$ cat src/rtl/ps2_host_tx.sv
// PS/2 host-to-device transmitter: inhibits the clock, issues a request-to-send,
// then shifts one command byte out on device-generated clock falls and samples the ack bit.
module ps2_host_tx #(
    parameter int INHIBIT_CYCLES = 6000,
    parameter int TIMEOUT_CYCLES = 900000,
    parameter int SYNC_STAGES    = 2
) (
    input  logic       clk60MHz,
    input  logic       rst,
    input  logic [7:0] tx_data,
    input  logic       tx_start,
    input  logic       ps2_clk_i,
    input  logic       ps2_data_i,
    output logic       ps2_clk_oe,
    output logic       ps2_data_oe,
    output logic       busy,
    output logic       done,
    output logic       ack_err,
    output logic       timeout_err
);
    localparam int InhW = $clog2(INHIBIT_CYCLES + 1);
    localparam int ToW  = $clog2(TIMEOUT_CYCLES + 1);
    localparam logic [InhW-1:0] InhLast = InhW'(INHIBIT_CYCLES - 1);
    localparam logic [ToW-1:0]  ToLast  = ToW'(TIMEOUT_CYCLES - 1);
    localparam logic [ToW-1:0]  ToMax   = ToW'(TIMEOUT_CYCLES);

    typedef enum logic [2:0] {
        IDLE, INHIBIT, REQ, SHIFT, STOP, ACK, WAIT_IDLE
    } state_t;

    state_t                 state_q;
    logic [SYNC_STAGES-1:0] clkSync_q;
    logic [SYNC_STAGES-1:0] dataSync_q;
    logic                   clkPrev_q;
    logic                   fall_q;
    logic [8:0]             shreg_q;
    logic [8:0]             shreg_d;
    logic [3:0]             bitCnt_q;
    logic [InhW-1:0]        inhCnt_q;
    logic [ToW-1:0]         toCnt_q;
    logic [ToW-1:0]         toCnt_d;
    logic                   ackOk_q;
    logic                   clkOe_q;
    logic                   dataOe_q;
    logic                   busy_q;
    logic                   done_q;
    logic                   ackErr_q;
    logic                   timeoutErr_q;
    logic                   clkS;
    logic                   dataS;

    assign clkS  = clkSync_q[SYNC_STAGES-1];
    assign dataS = dataSync_q[SYNC_STAGES-1];

    // Lines idle high, so synchronisers reset to 1 to avoid a phantom fall after reset.
    always_ff @(posedge clk60MHz or negedge rst) begin
        if (!rst) begin
            clkSync_q  <= '1;
            dataSync_q <= '1;
            clkPrev_q  <= 1'b1;
            fall_q     <= 1'b0;
        end else begin
            clkSync_q  <= SYNC_STAGES'({clkSync_q, ps2_clk_i});
            dataSync_q <= SYNC_STAGES'({dataSync_q, ps2_data_i});
            clkPrev_q  <= clkS;
            fall_q     <= clkPrev_q & ~clkS;
        end
    end

    always_comb begin
        toCnt_d = (toCnt_q == ToMax) ? toCnt_q : toCnt_q + ToW'(1);
        shreg_d = {1'b0, shreg_q[8:1]};
    end

    always_ff @(posedge clk60MHz or negedge rst) begin
        if (!rst) begin
            state_q      <= IDLE;
            shreg_q      <= '0;
            bitCnt_q     <= '0;
            inhCnt_q     <= '0;
            toCnt_q      <= '0;
            ackOk_q      <= 1'b0;
            clkOe_q      <= 1'b0;
            dataOe_q     <= 1'b0;
            busy_q       <= 1'b0;
            done_q       <= 1'b0;
            ackErr_q     <= 1'b0;
            timeoutErr_q <= 1'b0;
        end else begin
            done_q       <= 1'b0;
            ackErr_q     <= 1'b0;
            timeoutErr_q <= 1'b0;
            case (state_q)
                IDLE: begin
                    if (tx_start) begin
                        shreg_q  <= {~^tx_data, tx_data};
                        bitCnt_q <= '0;
                        inhCnt_q <= '0;
                        busy_q   <= 1'b1;
                        clkOe_q  <= 1'b1;
                        dataOe_q <= 1'b0;
                        state_q  <= INHIBIT;
                    end
                end
                INHIBIT: begin
                    if (inhCnt_q == InhLast) begin
                        dataOe_q <= 1'b1;
                        state_q  <= REQ;
                    end else begin
                        inhCnt_q <= inhCnt_q + InhW'(1);
                    end
                end
                REQ: begin
                    clkOe_q <= 1'b0;
                    toCnt_q <= '0;
                    state_q <= SHIFT;
                end
                SHIFT, STOP, ACK, WAIT_IDLE: begin
                    // Expiry is checked first so it wins over a coincident clock fall.
                    if (toCnt_q == ToLast) begin
                        clkOe_q      <= 1'b0;
                        dataOe_q     <= 1'b0;
                        busy_q       <= 1'b0;
                        timeoutErr_q <= 1'b1;
                        state_q      <= IDLE;
                    end else begin
                        toCnt_q <= toCnt_d;
                        case (state_q)
                            SHIFT: begin
                                if (fall_q) begin
                                    dataOe_q <= ~shreg_q[0];
                                    shreg_q  <= shreg_d;
                                    bitCnt_q <= bitCnt_q + 4'd1;
                                    if (bitCnt_q == 4'd8) begin
                                        state_q <= STOP;
                                    end
                                end
                            end
                            STOP: begin
                                if (fall_q) begin
                                    dataOe_q <= 1'b0;
                                    state_q  <= ACK;
                                end
                            end
                            ACK: begin
                                if (fall_q) begin
                                    ackOk_q <= ~dataS;
                                    state_q <= WAIT_IDLE;
                                end
                            end
                            default: begin
                                if (clkS && dataS) begin
                                    done_q   <= 1'b1;
                                    ackErr_q <= ~ackOk_q;
                                    busy_q   <= 1'b0;
                                    state_q  <= IDLE;
                                end
                            end
                        endcase
                    end
                end
                default: begin
                    clkOe_q  <= 1'b0;
                    dataOe_q <= 1'b0;
                    busy_q   <= 1'b0;
                    state_q  <= IDLE;
                end
            endcase
        end
    end

    assign ps2_clk_oe  = clkOe_q;
    assign ps2_data_oe = dataOe_q;
    assign busy        = busy_q;
    assign done        = done_q;
    assign ack_err     = ackErr_q;
    assign timeout_err = timeoutErr_q;

endmodule

$ cat config.mk
export PLATFORM = sky130hd
export DESIGN_NAME = ps2_host_tx
export DESIGN_NICKNAME = d
export VERILOG_FILES = /design/src/rtl/ps2_host_tx.sv
export SDC_FILE = /design/constraint.sdc
export NUM_CORES = 1
export LEC_CHECK = 0
export BUFFER_PORTS_ARGS = -buffer_cell sky130_fd_sc_hd__buf_2
export CAP_MARGIN = 20
export CORE_UTILIZATION = 40
export DETAILED_ROUTE_END_ITERATION = 10
export PLACE_DENSITY = 0.55
export SLEW_MARGIN = 10
export SYNTH_ARGS = -nofsm -noshare
export SYNTH_HDL_FRONTEND = slang
export SYNTH_SLANG_ARGS = --single-unit
$ cat constraint.sdc
create_clock -name clk60MHz -period 3.35 [get_ports clk60MHz]
set_clock_uncertainty 0.05 [all_clocks]
set_input_delay 0.335 -clock clk60MHz [delete_from_list [all_inputs] [get_ports clk60MHz]]
set_output_delay 0.335 -clock clk60MHz [all_outputs]
set_load 0.01 [all_outputs]
==> metrics.md <==
| Metric | Value |
|---|---|
| Synthesized Nets | 370 |
| Post-synth EDFFs | 0 |
| Most common library cells after synthesis | dfrtp_1, nand2_1, nor2_1, o21ai_0, a21oi_1 |
| CTS tree | yes |
| Fin crit share | 76.9% |
| PwrDens | 737 nW/um^2 |
| Netlist Area Pre-Place | 3380 sq um |
| Die area | 8820 sq um |
| Post-synth top area share | 42.2% |
| Final Net Count | 387 |
| FF-to-FF Start | state_q[0] |
| Total Routing Usage GR | 17.2% |
| Peak supply drop | 286 uV |
| Initial antenna violation count | 0 |
| Unique masters post-synth | 58 |
| Final wirelength | 6730 um |
| Latest clock arrival within the worst-skew pair | 0.34 ns |
| Dpl cells | 463 |
| Yosys top cell by area | dfrtp_1 |
| Yosys warnings | 0 |
| CTS root buffer | clkbuf_8 |
| Synth area leaders | dfrtp_1, xnor2_1, nand2_1 |
| Min-Delay Startpoint | ps2_data_i |
| # rows | 33 |
| DR WL/cell | 14.1 um |
| Largest net degree at the start of global routing | 63 |
| I/O pins | 19 |
| Number of remaining DRC errors | 0 |
| Critical path endpoint category | flip-flop |
| Clock buffer depth | 2 |
| Avg Cell Area, Syn | 9.60 sq um |
| Fmax | 0.388 GHz |
| Crit start category | flip-flop |
| CORE AREA | 8180 sq um |
| Crit path launch | state_q[0] |
| Post-DP HPWL | 4630 um |
| Hold endpoint | dataSync_q[0] |
| Top_reg_cell synth | dfrtp_1 |
| Routed Antenna Nets | 0 |
| Hold Path Class | in -> reg |
| Final setup violation count | 0 |
| Initial Util | 41.3% |
| Status | finished clean |
| Count leader, synth | dfrtp_1 |
| Chip width | 93.9 um |
| Initial DRC count | 143 |
| Hold buffers post-CTS | 0 |
| Setup TNS | 0 ns |
| ANT cells | 0 |
| Hold Path Depth | 1 |
| Clock-pin transition on the worst setup and hold timing paths | 0.07 ns |
| DRT Pass-1 Iters | 4 |
| Final GP Congestion | 0.866 |
| Share of cells above drive strength 1 | 14.7% |
| #FFs+latches synth | 62 |
| Worst slew pin tran | 0.776 ns |
| Post-CTS sizing | 0 |
| Die Ht | 93.9 um |
| Clock sink total | 62 |
| Post-CTS setup buffers | 0 |
| CP Max Fanout | 32 |
| GR Overflow Total | 0 |
| Lkg Pwr | 1.56 nW |
| Clock period minus worst slack | 2.58 ns |
| RSZ-0062 raised after global routing | no |
| Reg2reg path depth | 6 |
| Max cap viols | 0 |
| Async S/R FF share, synth | 100% |
| Critical path type | reg -> reg |
| H-tree levels | 3 |
| Syn Inst Count | 352 |
| Worst rel slew slack | 48.3% |
| First-pass GRT wire length | 11800 um |
| Hold Violations, Final | 0 |
| Worst reg2reg setup slack | 0.77 ns |
| Vias in the first global route | 2562 |
| PortBufs | 18 |
| Worst EP arrival | 2.78 ns |
| FF-to-FF End | toCnt_q[18] |
| Via-to-Cell Ratio | 5.36 |
| Number of CTS-inserted buffers | 9 |
| Register area share after synthesis | 46.1% |
| Fin. max-slew vios | 0 |
| Final non-filler cell total | 478 |
| Synth-to-layout area growth | 10.1% |
| Worst Path Required | 3.55 ns |
| Vias | 2560 |
-- placed cells by master (no fill, tap or decap), types with 8 or more instances in the layout --
cell	synthesis	final
or3_1	9	9
nor2_1	25	25
buf_2	2	18
xnor2_1	16	16
o21ai_0	23	23
a21oi_1	20	20
mux2i_1	8	8
inv_1	12	12
nand2_1	36	36
dfrtp_1	57	57
nand3_1	16	16
clkbuf_8	0	10
nor3_1	10	10
-- where the power goes --
| part | switching (mW) | total [mW] | internal [mW] |
|---|---|---|---|
| logic | 0.631 | 1.04 | 0.409 |
| clock network | 0.284 | 0.641 | 0.357 |
| registers | 0.157 | 1.06 | 0.904 |
-- metal layers --
| layer | GRT usage (%) | vias up | share of wire, % | wire length [um] |
|---|---|---|---|---|
| met5 | 0 | - | 0 | 0 |
| met4 | 8.46 | 0 | 2.1 | 140 |
| met3 | 2.91 | 11 | 2.5 | 170 |
| met2 | 27.9 | 29 | 47 | 3150 |
| met1 | 22.1 | 1220 | 49 | 3270 |
| li1 | - | 1300 | - | - |
-- registers in the layout, summed over array words and instances, names as in the netlist, 2 cells and up --
register,count
inhCnt_q,13
state_q,3
shreg_q,9
clkSync_q,2
bitCnt_q,4
dataSync_q,2
toCnt_q,20
-- worst max-delay path: stages, from the launching register on --
cell       delay (ns)
dfrtp_1          0.73
nand2_8          0.11
xnor2_4          0.25
a41o_2           0.33
o2bb2ai_4        0.26
or4_1            0.57
a21oi_1          0.19
-- area by class of cell --
| cell class | instances | area [sq um] |
|---|---|---|
| fill | 824 | 4460 |
| sequential | 62 | 1560 |
| inverter | 14 | 52.6 |
| clock buffer | 11 | 141 |
| timing repair buffer | 22 | 120 |
| multi-input combinational | 260 | 1670 |
| tap | 105 | 131 |
| clock inverter | 4 | 47.5 |
-- cells by family (layout without fill, tap and decap cells) --
group | after synthesis | after routing | share of synthesized area (%)
compound gates | 82 | 82 | 15.7
mux | 10 | 10 | 3.04
buf+inv | 30 | 51 | 4.52
fa+ha+maj | 5 | 5 | 1.85
flops | 62 | 62 | 46.1
simple gates | 140 | 140 | 22.3
xor+xnor | 23 | 23 | 6.52
-- worst max path at each step --
stage / endpoint / slack [ns] / cells after the start
global placement: toCnt_q[18] / 0.87 / 6
CTS: toCnt_q[18] / 0.75 / 6
floorplan: state_q[0] / 1.36 / 7
detailed placement: toCnt_q[18] / 0.76 / 6
global route: toCnt_q[16] / 0.65 / 6
finish: toCnt_q[18] / 0.77 / 6
-- per-stage QoR --
| stage | power, mW | utilization (%) | instance area [sq um] | worst slack (ns) | hold slack (ns) |
|---|---|---|---|---|---|
| global placement | 2.11 | 43.2 | 3530 | 0.869 | 0.298 |
| CTS | 2.79 | 45.5 | 3720 | 0.751 | 0.0328 |
| finish | 2.74 | 45.5 | 3720 | 0.775 | 0.0476 |
| detailed placement | 2.13 | 43.2 | 3530 | 0.762 | 0.301 |
| global route | 2.97 | 45.5 | 3720 | 0.652 | 0.0323 |
| floorplan | 1.98 | - | 3380 | 1.36 | -0.0106 |
No activity file was read; power rests on OpenSTA's default activity.
